[src/rtl/exec_pkg.sv]
// exec_pkg: shared encodings for the RV32I execute stage.
//   alu_op_e   : 6-bit ALU_Control operation codes (ALU, branch, jump, multiply)
//   OPA_* / OPB_* : operand A / operand B select values
// The multiply codes are always defined here; whether they do anything is
// decided by EXEC_MUL_EN inside the alu.
package exec_pkg;

  typedef enum logic [5:0] {
    OP_ADD    = 6'h00,
    OP_SUB    = 6'h01,
    OP_SLL    = 6'h02,
    OP_SLT    = 6'h03,
    OP_SLTU   = 6'h04,
    OP_XOR    = 6'h05,
    OP_SRL    = 6'h06,
    OP_SRA    = 6'h07,
    OP_OR     = 6'h08,
    OP_AND    = 6'h09,
    OP_BEQ    = 6'h10,
    OP_BNE    = 6'h11,
    OP_BLT    = 6'h14,
    OP_BGE    = 6'h15,
    OP_BLTU   = 6'h16,
    OP_BGEU   = 6'h17,
    OP_JAL    = 6'h20,
    OP_JALR   = 6'h21,
    OP_MUL    = 6'h28,
    OP_MULH   = 6'h29,
    OP_MULHSU = 6'h2A,
    OP_MULHU  = 6'h2B
  } alu_op_e;

  localparam logic [1:0] OPA_RS1  = 2'd0;
  localparam logic [1:0] OPA_PC   = 2'd1;
  localparam logic [1:0] OPA_ZERO = 2'd2;
  localparam logic [1:0] OPA_RS1B = 2'd3;

  localparam logic OPB_RS2 = 1'b0;
  localparam logic OPB_IMM = 1'b1;

endpackage

[src/rtl/execution_alu.sv]
// alu: purely combinational 32-bit ALU for the execute stage.
//   i_a, i_b : operands (already muxed by the caller)
//   i_op     : ALU_Control code
//   o_result : 32-bit result; 0 for any code this unit does not implement
//              (branches and jumps are finished by the caller)
// Optional feature macro: EXEC_MUL_EN enables MUL/MULH/MULHSU/MULHU.
module alu
  import exec_pkg::*;
(
  input  logic [31:0] i_a,
  input  logic [31:0] i_b,
  input  logic [5:0]  i_op,
  output logic [31:0] o_result
);

`ifdef EXEC_MUL_EN
  // One 64x64 multiplier serves all four variants: each operand is sign- or
  // zero-extended to 64 bits, so the low 64 bits of the product are exact for
  // signed, unsigned and mixed operands alike.
  logic        w_a_sgn;
  logic        w_b_sgn;
  logic [63:0] w_a64;
  logic [63:0] w_b64;
  logic [63:0] w_prod;

  assign w_a_sgn = (i_op == OP_MULH) || (i_op == OP_MULHSU);
  assign w_b_sgn = (i_op == OP_MULH);
  assign w_a64   = {{32{w_a_sgn & i_a[31]}}, i_a};
  assign w_b64   = {{32{w_b_sgn & i_b[31]}}, i_b};
  assign w_prod  = w_a64 * w_b64;
`endif

  always_comb begin
    o_result = 32'd0;
    case (i_op)
      OP_ADD:  o_result = i_a + i_b;
      OP_SUB:  o_result = i_a - i_b;
      OP_SLL:  o_result = i_a << i_b[4:0];
      OP_SLT:  o_result = {31'd0, $signed(i_a) < $signed(i_b)};
      OP_SLTU: o_result = {31'd0, i_a < i_b};
      OP_XOR:  o_result = i_a ^ i_b;
      OP_SRL:  o_result = i_a >> i_b[4:0];
      OP_SRA:  o_result = $unsigned($signed(i_a) >>> i_b[4:0]);
      OP_OR:   o_result = i_a | i_b;
      OP_AND:  o_result = i_a & i_b;
`ifdef EXEC_MUL_EN
      OP_MUL:  o_result = w_prod[31:0];
      OP_MULH, OP_MULHSU, OP_MULHU: o_result = w_prod[63:32];
`endif
      default: o_result = 32'd0;
    endcase
  end

endmodule

[src/rtl/execution.sv]
// execution: RV32I execute stage.
//   clock, reset (async, active-high)
//   ALU_Control[5:0], op_A_sel[1:0], op_B_sel : operation and operand selects
//   Rdata1, Rdata2, imm32, PC                 : operand sources
//   ALU_result, jump_flag, jump_target_PC     : registered, one-cycle latency
// Optional feature macro: EXEC_MUL_EN (RV32M multiply codes, inside alu).
module execution
  import exec_pkg::*;
(
  input  logic        clock,
  input  logic        reset,
  input  logic [5:0]  ALU_Control,
  input  logic [1:0]  op_A_sel,
  input  logic        op_B_sel,
  input  logic [31:0] Rdata1,
  input  logic [31:0] Rdata2,
  input  logic [31:0] imm32,
  input  logic [31:0] PC,
  output logic [31:0] ALU_result,
  output logic        jump_flag,
  output logic [31:0] jump_target_PC
);

  logic [31:0] w_op_a;
  logic [31:0] w_op_b;
  logic [31:0] w_alu;
  logic [31:0] w_pc_imm;
  logic [31:0] w_pc_4;
  logic [31:0] w_jalr_tgt;
  logic        w_eq;
  logic        w_lt;
  logic        w_ltu;
  logic [31:0] w_result;
  logic        w_jump;
  logic [31:0] w_target;

  logic [31:0] r_result;
  logic        r_jump;
  logic [31:0] r_target;

  always_comb begin
    case (op_A_sel)
      OPA_PC:   w_op_a = PC;
      OPA_ZERO: w_op_a = 32'd0;
      default:  w_op_a = Rdata1;
    endcase
  end

  assign w_op_b = (op_B_sel == OPB_IMM) ? imm32 : Rdata2;

  alu u_alu (
    .i_a      (w_op_a),
    .i_b      (w_op_b),
    .i_op     (ALU_Control),
    .o_result (w_alu)
  );

  // Branches compare the raw register values, independent of operand selects.
  assign w_eq  = (Rdata1 == Rdata2);
  assign w_lt  = ($signed(Rdata1) < $signed(Rdata2));
  assign w_ltu = (Rdata1 < Rdata2);

  assign w_pc_imm   = PC + imm32;
  assign w_pc_4     = PC + 32'd4;
  assign w_jalr_tgt = (Rdata1 + imm32) & 32'hFFFF_FFFE;

  // The alu already yields 0 for branch/jump codes; this only adds the
  // control-flow outcome and the link value.
  always_comb begin
    w_result = w_alu;
    w_jump   = 1'b0;
    w_target = w_pc_imm;
    case (ALU_Control)
      OP_BEQ:  begin w_result = 32'd0; w_jump = w_eq;   end
      OP_BNE:  begin w_result = 32'd0; w_jump = !w_eq;  end
      OP_BLT:  begin w_result = 32'd0; w_jump = w_lt;   end
      OP_BGE:  begin w_result = 32'd0; w_jump = !w_lt;  end
      OP_BLTU: begin w_result = 32'd0; w_jump = w_ltu;  end
      OP_BGEU: begin w_result = 32'd0; w_jump = !w_ltu; end
      OP_JAL:  begin w_result = w_pc_4; w_jump = 1'b1; end
      OP_JALR: begin w_result = w_pc_4; w_jump = 1'b1; w_target = w_jalr_tgt; end
      default: ;
    endcase
  end

  always_ff @(posedge clock or posedge reset) begin
    if (reset) begin
      r_result <= 32'd0;
      r_jump   <= 1'b0;
      r_target <= 32'd0;
    end else begin
      r_result <= w_result;
      r_jump   <= w_jump;
      r_target <= w_target;
    end
  end

  assign ALU_result     = r_result;
  assign jump_flag      = r_jump;
  assign jump_target_PC = r_target;

endmodule

[config.mk]
export PLATFORM = sky130hd
export DESIGN_NAME = execution
export DESIGN_NICKNAME = d
export VERILOG_FILES = /design/src/rtl/exec_pkg.sv /design/src/rtl/execution_alu.sv /design/src/rtl/execution.sv
export SDC_FILE = /design/constraint.sdc
export NUM_CORES = 1
export LEC_CHECK = 0
export BUFFER_PORTS_ARGS = -buffer_cell sky130_fd_sc_hd__clkbuf_2
export CORE_AREA = 2 2 157 236
export CTS_BUF_LIST = sky130_fd_sc_hd__clkbuf_4 sky130_fd_sc_hd__clkbuf_8
export CTS_CLUSTER_DIAMETER = 80
export DETAILED_ROUTE_END_ITERATION = 8
export DIE_AREA = 0 0 159 238
export SYNTH_ARGS = -nofsm -noshare
export SYNTH_HDL_FRONTEND = slang
export SYNTH_HIERARCHICAL = 1
export SYNTH_SLANG_ARGS = --single-unit
[constraint.sdc]
create_clock -name clock -period 5 [get_ports clock]
set_clock_uncertainty 0.1 [all_clocks]
set_input_delay 1.25 -clock clock [delete_from_list [all_inputs] [get_ports clock]]
set_output_delay 1.25 -clock clock [all_outputs]
set_load 0.02 [all_outputs]
Word-level counts from Yosys, hierarchy flattened
Cells that the tools add are included.
{"block": "word_totals", "wordCells": 50, "out_inout_bits": 65, "reg_bits": 65}
{"block": "classes", "magnitude_cmp": 4, "reduce_logical": 6, "eq_ne": 20, "muxes": 6, "n_shift": 3, "n_bitwise": 3, "n_addsub": 5}
{"op": "$pmux 32 s10", "n": 1}
{"op": "$lt 32x32->1", "n": 4}
{"op": "$pmux 32 s2", "n": 2}
{"op": "$add 32x32->32", "n": 3}
{"op": "$mux 32", "n": 2}
{"op": "$eq 6x5->1 const B", "n": 6}
{"op": "$add 32x3->32 const B", "n": 1}
{"op": "$and 32x32->32", "n": 1}
{"op": "$eq 32x32->1", "n": 1}
{"op": "$or 32x32->32", "n": 1}
{"op": "$shl 32x5->32", "n": 1}
{"op": "$shr 32x5->32", "n": 1}
{"op": "$sshr 32x5->32", "n": 1}
{"op": "$sub 32x32->32", "n": 1}
{"op": "$xor 32x32->32", "n": 1}
{"op": "$eq 6x3->1 const B", "n": 4}
{"op": "$eq 6x2->1 const B", "n": 2}
{"op": "$eq 6x4->1 const B", "n": 2}
{"op": "$eq 6x6->1 const B", "n": 2}
{"op": "$pmux 1 s7", "n": 1}
{"op": "$eq 6x1->1 const B", "n": 1}
{"op": "$logic_not 6->1", "n": 1}
{"op": "$reduce_or 6->1", "n": 1}
{"op": "$logic_not 1->1", "n": 3}
{"op": "3 further kinds", "n": 3}

Longest topological paths before layout
Gate-level depths: netlist of run 1.
{"block": "logic_depth", "word_depth": 5, "ltp_mapped": 21}

Hierarchy
The synthesis of run 1 kept the hierarchy.
{"mod": "alu", "instances": 1, "area_per_inst_um2": 8450.6, "cells_per_inst": 1275, "seq_area_each_um2": 0.0}
{"mod": "execution", "instances": 1, "area_per_inst_um2": 7433.4, "cells_per_inst": 949, "seq_area_each_um2": 1626.6}

Worst setup path before layout of run 1
Ideal clock, no wire load.
{"block": "synth_timing", "kind": "input to register", "from": "input op_B_sel", "to": "register r_result[25], in the netlist ALU_result[25]", "path_stages": 19, "path_slack_ns": -0.478, "path_buffers": 6, "t_required_ns": 4.767, "t_arrival_ns": 5.245, "path_cell_list": "clkbuf_1 > clkbuf_1 > o21ai_0 > buf_2 > inv_1 > buf_2 > buf_1 > buf_2 > ha_1 > or4_1 > a21oi_1 > nor3_2 > a21oi_1 > a21boi_0 > o31ai_1 > mux2i_1 > o211ai_1 > nand2_1 > o21ai_0"}
{"block": "synth_via", "elab_chain_cells": 4, "word_cells_on_any_way": 11, "classes_between": "add/sub (2); shift (3); mux (3); bitwise (3)"}
{"element": "start, declared", "line": "execution.sv:14", "text": "input logic op_B_sel,"}
{"element": "$mux 32 (*)", "line": "execution.sv:49", "text": "assign w_op_b = (op_B_sel == OPB_IMM) ? imm32 : Rdata2;"}
{"element": "named net w_op_b[2]", "line": "execution.sv:25", "text": "logic [31:0] w_op_b;"}
{"element": "$sub 32x32->32 (tied with other cells)", "line": "execution_alu.sv:37", "text": "OP_SUB: o_result = i_a - i_b;"}
{"element": "$pmux 32 s10 (*)", "line": "execution_alu.sv:35", "text": "case (i_op)"}
{"element": "named net w_alu[25]", "line": "execution.sv:26", "text": "logic [31:0] w_alu;"}
{"element": "$pmux 32 s2 (*)", "line": "execution.sv:73", "text": "case (ALU_Control)"}
{"element": "named net w_result[25]", "line": "execution.sv:33", "text": "logic [31:0] w_result;"}
{"element": "end signal, assigned", "line": "execution.sv:92", "text": "r_result <= w_result;"}
{"element": "end, declared", "line": "execution.sv:37", "text": "logic [31:0] r_result;"}
Mark *: on every way through the listed nets, which the timed path passes. The rest lies on a longest branch.

Worst setup path after layout of run 1
{"block": "layout_timing", "from": "input op_A_sel[1]", "to": "register r_result[29], in the netlist ALU_result[29]"}
{"block": "layout_via", "elab_chain_cells": 5, "word_cells_on_any_way": 13, "classes_between": "add/sub (2); eq/ne (2); shift (3); mux (3); bitwise (3)"}
{"element": "start, declared", "line": "execution.sv:13", "text": "input logic [1:0] op_A_sel,"}
{"element": "$eq 2x2->1 / $eq 2x1->1 (equally long branches)", "line": "execution.sv:42", "text": "case (op_A_sel)"}
{"element": "$pmux 32 s2 (*)", "line": "execution.sv:42"}
{"element": "named net w_op_a[5]", "line": "execution.sv:24", "text": "logic [31:0] w_op_a;"}
{"element": "$sub 32x32->32 (tied with other cells)", "line": "execution_alu.sv:37"}
{"element": "$pmux 32 s10 (*)", "line": "execution_alu.sv:35"}
{"element": "named net w_alu[29]", "line": "execution.sv:26"}
{"element": "$pmux 32 s2 (*)", "line": "execution.sv:73"}
{"element": "named net w_result[29]", "line": "execution.sv:33"}
Marks and branches as above.

==> qor.csv, run 1 <==
metric;value;unit
run status;completed;
post-synthesis cell type count;100;
drt drc;0;
PortBufs;203;
main flop type after synthesis;dfrtp_1;
Hold WS;943;ps
CTS Buf Count;9;
largest net degree at the start of global routing;79;
GR Overflow Total;0;
Place WS;-337;ps
Synthesized Nets;2559;
met3 Use GR;6.05;%
grt peak-use layer;met2;
Final Max Slew Viols;0;
1st-iter DRT viols;2068;
maximum VDD drop;0.000181;V
ys async rst share;100;%
Slew HR;22.2;%
layout cells sized above 1;24.0;%
unrepaired setup endpoints after global routing;true;
Synth Register Bits;65;
Post-synth EDFFs;0;
top cells by area, synth;ha_1, dfrtp_1, a21oi_1;
Yosys top cell by area;ha_1;
Post-synth top cells;nand2_1, a21oi_1, ha_1, o21ai_0, nor2_1;
crit path DAT;5060;ps
maxcap violations;0;
critical path peak fanout;8;
final wirelength;81.4;mm
Final period util;97.9;%
fmax;0.204;GHz
antenna violations before repair;1;
fin crit period;4890;ps
register area share after synthesis;10.2;%
Worst Tran Pin Value;1170;ps
Layout area overhead;23.8;%
num rows;85;
die height;238;um
Syn. warnings;6;
Synth Area per Inst;7.14;sq um
footprint of the multi-input gates;0.0132;sq mm
register area;0.00163;sq mm
Mapped Area;0.0159;sq mm
# fillers;3602;
CTS tree;done;
Cells after Synth;2224;
# IOs;204;
worst hold path class;input port to flip-flop;
count leader, synth;nand2_1;
routed len/inst;26.3;um
Final HPWL DP;66.6;mm
final hold vios;0;
DR vias/cell;6.36;
worst setup margin;107;ps
Core Footprint;0.0357;sq mm
vias in the first global route;19772;
via count;19667;
grt met1 use;48.1;%
Die X;159;um
Detail Route Antenna Nets;0;
PwrDens;209;mW/mm^2
DRT Pass-1 Iters;6;
Layout Nets;2943;
placer congestion estimate;1.04;
GRT Util Overall;41.9;%
Worst Path Required;5170;ps
final setup fails;0;
Crit Path Category;input port to flip-flop;
Startpoint Class;input port;
Reg clk slew, reported paths;90;ps
first-pass GRT wire length;121;mm
Setup crit end kind;flip-flop;
leakage;9.46;nW
CTS sink cnt;65;
clock buffer depth;2;
met2 usage;70.5;%
Root Driver;clkbuf_8;
htree depth;3;
starting density of the core;44.5;%
die area;0.0378;sq mm
Synth top area share;15.1;%
[worst max-delay path: stages]
cell and delay (ps):
clkbuf_2 80, inv_1 30, ha_1 290, nor2b_2 170, buf_4 190, a22o_1 210
inv_1 100, ha_1 370, buf_4 170, nand4_1 90, a21oi_1 230, buf_4 170
o21ai_0 80, buf_4 160, nand2_1 130, a31oi_1 100, buf_4 150, a21o_1 210
mux2i_1 140, a221oi_1 360, o21ai_1 140, nand2_1 130, o21ai_0 110
[metal layers]
metal  part of all wire (%)  wire (um)  vias up
met5                      0          0        -
met2                     47      37900     1032
met1                     37      30400     9293
li1                       -          -     8988
met4                    9.0       7330        0
met3                    7.1       5810      354
[timing repair]
action                                  4_1_cts  5_1_grt
resized for setup                             0        9
setup buffers                                 0        0
hold buffers                                  0        0
endpoints found under the setup margin        0       12
[path summary, 6_finish.rpt]
kind	end	slack [ps]	from	cells after the start
worst max-delay path	ALU_result[29]$_DFF_PP0_	110	op_A_sel[1]	23
worst min-delay path	jump_target_PC[31]$_DFF_PP0_	940	imm32[31]	2
max in group asynchronous	jump_target_PC[16]$_DFF_PP0_	2780	reset	3
min in group asynchronous	jump_target_PC[5]$_DFF_PP0_	1040	reset	2
[state kept, by name (all words and copies together) (netlist names)]
signal	count
ALU_result	32
jump_target_PC	32
jump_flag	1
[cell type report]
type | instances | area share, %
clock buffer | 13 | 0.815
tap | 478 | 3.04
multi-input combinational | 1866 | 67.1
timing repair buffer | 507 | 17.5
antenna | 1 | 0.0127
sequential | 65 | 8.27
clock inverter | 3 | 0.204
inverter | 159 | 3.04
[metrics by stage]
| step | instances | TNS, ps | util, % | area [sq um] | total power, mW |
|---|---|---|---|---|---|
| after CTS | 3091 | 0 | 54.9 | 19600 | 4.02 |
| final | 3092 | 0 | 55.0 | 19700 | 4.10 |
| after global routing | 3092 | -34.3 | 55.0 | 19700 | 4.33 |
| after floorplan | 2224 | 0 | - | 15900 | 2.29 |
| after global placement | 3075 | -1500 | 54.3 | 19400 | 3.48 |
| after detailed placement | 3075 | -2570 | 54.3 | 19400 | 3.49 |
[placed cells by master (no fill, tap or decap), types with 21 or more instances in the layout]
master and instances:
a31oi_1 21, mux2i_1 51, a22o_1 33, inv_1 154, and3_1 23, nand3_1 51
a211oi_1 32, dfrtp_1 65, nor3_1 44, a21o_1 63, o21ai_0 186, ha_1 192
xor2_1 42, nor2_1 184, xnor2_1 45, clkbuf_2 203, a221oi_1 22, nor2b_1 22
nand2_1 247, nand4_1 27, mux4_2 32, a21oi_1 198, o211ai_1 38, buf_4 293
[cell families (layout without fill, tap and decap cells)]
logic type / count (synthesis) / count (layout) / synth area share (%)
AOI/OAI and AO/OA: 797 / 797 / 33.1
xor gates and xnor gates: 87 / 87 / 4.80
adders and majority gates: 196 / 196 / 15.6
buffers and inverters: 293 / 682 / 7.26
DFF: 65 / 65 / 10.2
muxes: 99 / 99 / 8.89
other: 0 / 1 / 0
and+or+nand+nor: 687 / 687 / 20.1
[power breakdown]
part	switching, mW	internal (mW)	leakage (nW)	total (mW)
Sequential	0.0414	0.617	0.803	0.659
Combinational	1.78	1.16	8.55	2.94
Clock	0.246	0.259	0.108	0.506
Total	2.07	2.04	9.46	4.10
No activity file was read; power rests on OpenSTA's default activity.
==> inputs of run 2 (changes only) <==
--- a/config.mk
+++ b/config.mk
@@ -5,12 +5,14 @@
 export SDC_FILE = /design/constraint.sdc
 export NUM_CORES = 1
 export LEC_CHECK = 0
+export ABC_CLOCK_PERIOD_IN_PS = 5000
 export BUFFER_PORTS_ARGS = -buffer_cell sky130_fd_sc_hd__clkbuf_2
-export CORE_AREA = 2 2 157 236
+export CORE_AREA = 2 2 177 266
 export CTS_BUF_LIST = sky130_fd_sc_hd__clkbuf_4 sky130_fd_sc_hd__clkbuf_8
 export CTS_CLUSTER_DIAMETER = 80
 export DETAILED_ROUTE_END_ITERATION = 8
-export DIE_AREA = 0 0 159 238
+export DIE_AREA = 0 0 179 268
+export GPL_TIMING_DRIVEN = 0
 export SYNTH_ARGS = -nofsm -noshare
 export SYNTH_HDL_FRONTEND = slang
 export SYNTH_HIERARCHICAL = 1
==> run 2 against run 1 <==
  * The flow now finishes with violations (setup timing)
  * Via count grew 1.1%
  * Total power grew 2.6%
  * Count of clock-buffer cells in the layout shrank 4
  * Clock power grew 12%
  * Maximum frequency shrank 4.5%
  * Die area grew 27%
  * Largest power group unchanged
  * Routed wire length grew 17%
  * Combinational power grew 2%
  * Sequential share of layout area grew 0.11 points
  * Critical path depth shrank 6
  * First-iteration DRC count shrank 14%
==> qor.csv, run 2 (synthesis results as in run 1) <==
metric;value;unit;change
Layout Nets;2821;;-4.1%
Die X;179;um;+13%
via count;19884;;+1.1%
Startpoint Class;input port;;
Core Footprint;0.0455;sq mm;+27%
leakage;8.73;nW;-7.7%
design area;0.0194;sq mm;-1.3%
fin crit period;5120;ps;+231 ps
Final period util;102;%;+4.6 points
CTS Buf Count;9;;unchanged
Final Max Slew Viols;0;;unchanged
num rows;96;;+13%
fmax;0.195;GHz;-4.5%
met3 Use GR;7.14;%;+1.1 points
starting density of the core;34.9;%;-9.6 points
unrepaired setup endpoints after global routing;true;;
Worst Path Required;5240;ps;+70 ps
critical path peak fanout;10;;+2
vias in the first global route;19971;;+1.0%
Setup crit end kind;flip-flop;;
1st-iter DRT viols;1786;;-14%
leading cell type in the layout, fill and taps excluded;nand2_1;;
Layout area overhead;22.1;%;
utilization after layout;42.6;%;-12 points
antenna violations before repair;6;;+5
Worst Tran Pin Value;1280;ps;+112 ps
largest net degree at the start of global routing;66;;-16%
die area;0.0480;sq mm;+27%
GRT Util Overall;39.2;%;-2.7 points
grt met1 use;40.5;%;-7.6 points
# IOs;204;;unchanged
routed len/inst;30.9;um;+17%
crit path DAT;5360;ps;+300 ps
maxcap violations;0;;unchanged
worst hold path class;input port to async pin;;
Crit Path Category;input port to flip-flop;;
met2 usage;67.0;%;-3.6 points
commonest cells after routing, fill and taps aside;nand2_1, clkbuf_2, a21oi_1;;
maximum VDD drop;0.000145;V;-20%
layout cells sized above 1;21.4;%;-2.6 points
Root Driver;clkbuf_8;;
GR Overflow Total;0;;unchanged
grt peak-use layer;met2;;
DR vias/cell;6.45;;+1.4%
Detail Route Antenna Nets;0;;unchanged
final wirelength;95.2;mm;+17%
fin cells;3082;;-0.32%
instance area at placement;0.0177;sq mm;-9.0%
Slew HR;14.5;%;-7.7 points
Final HPWL DP;77.2;mm;+16%
Reg clk slew, reported paths;100;ps;about the same
htree depth;3;;unchanged
run status;complete, but fails checks;;
CTS sink cnt;65;;unchanged
# hold bufs at CTS;0;;unchanged
PwrDens;217;mW/mm^2;+4.0%
Place WS;-2880;ps;-2540 ps
die height;268;um;+13%
first-pass GRT wire length;135;mm;+12%
DRT Pass-1 Iters;5;;-1
PortBufs;202;;-0.49%
drt drc;0;;unchanged
TNS Setup;-337;ps;-337 ps
worst setup margin;-124;ps;-231 ps
failing checks;setup timing;;
placed insts;3016;;-1.9%
final hold vios;0;;unchanged
final setup fails;4;;+4
placer congestion estimate;1.04;;-0.13%
clock buffer depth;2;;unchanged
CTS tree;done;;
[run 2: report_power, final]
part | internal (mW) | switching (mW) | total (mW) | leakage, nW
logic | 1.03 | 1.96 | 2.99 | 7.82
clock network | 0.285 | 0.282 | 0.567 | 0.110
registers | 0.617 | 0.0359 | 0.653 | 0.803
total | 1.93 | 2.28 | 4.21 | 8.73
[run 2: final cells by class]
type,count,area (sq um)
fill,4780,26100
multi-input combinational,1866,13900
sequential,65,1630
timing repair buffer,254,1450
buffer,131,813
tap,588,736
inverter,159,631
clock buffer,9,124
clock inverter,7,103
antenna,3,7.51
[run 2: critical path, stage by stage]
cell and delay, ps:
clkbuf_8 160, clkbuf_8 210, o21ai_0 490, inv_1 160
ha_1 310, nor3b_2 190, o311ai_1 310, o211ai_1 280
nor3_4 470, a21oi_4 170, buf_6 160, a31oi_4 210
a31oi_1 120, or4_1 520, o211ai_1 160, nand2_1 80
o21ai_1 100
[run 2: layer usage]
metal	share of wire, %	wire length, um
met5	0.041	39
met4	11	10300
met2	48	45800
met1	34	32600
met3	6.8	6490
[run 2: through the flow]
stage	power [mW]	hold WS, ps
6_report	4.21	913
5_1_grt	4.40	992
4_1_cts	4.00	942
3_5_place_dp	3.24	1390
3_3_place_gp	3.25	1390
2_1_floorplan	2.29	1240
[run 2: final timing paths]
check | startpoint | to | depth (start not counted)
min in group clock | imm32[31] | jump_target_PC[31]$_DFF_PP0_ | 2
max in group asynchronous | reset | ALU_result[11]$_DFF_PP0_ | 2
setup / recovery | op_B_sel | ALU_result[31]$_DFF_PP0_ | 17
hold / removal | reset | ALU_result[20]$_DFF_PP0_ | 2
[run 2: timing repair]
item | CTS | global route
pin swaps | 21 | 29
buffers inserted | 28 | 21
gates resized for setup | 174 | 125
gates cloned | 0 | 1
setup endpoints to repair | 32 | 27
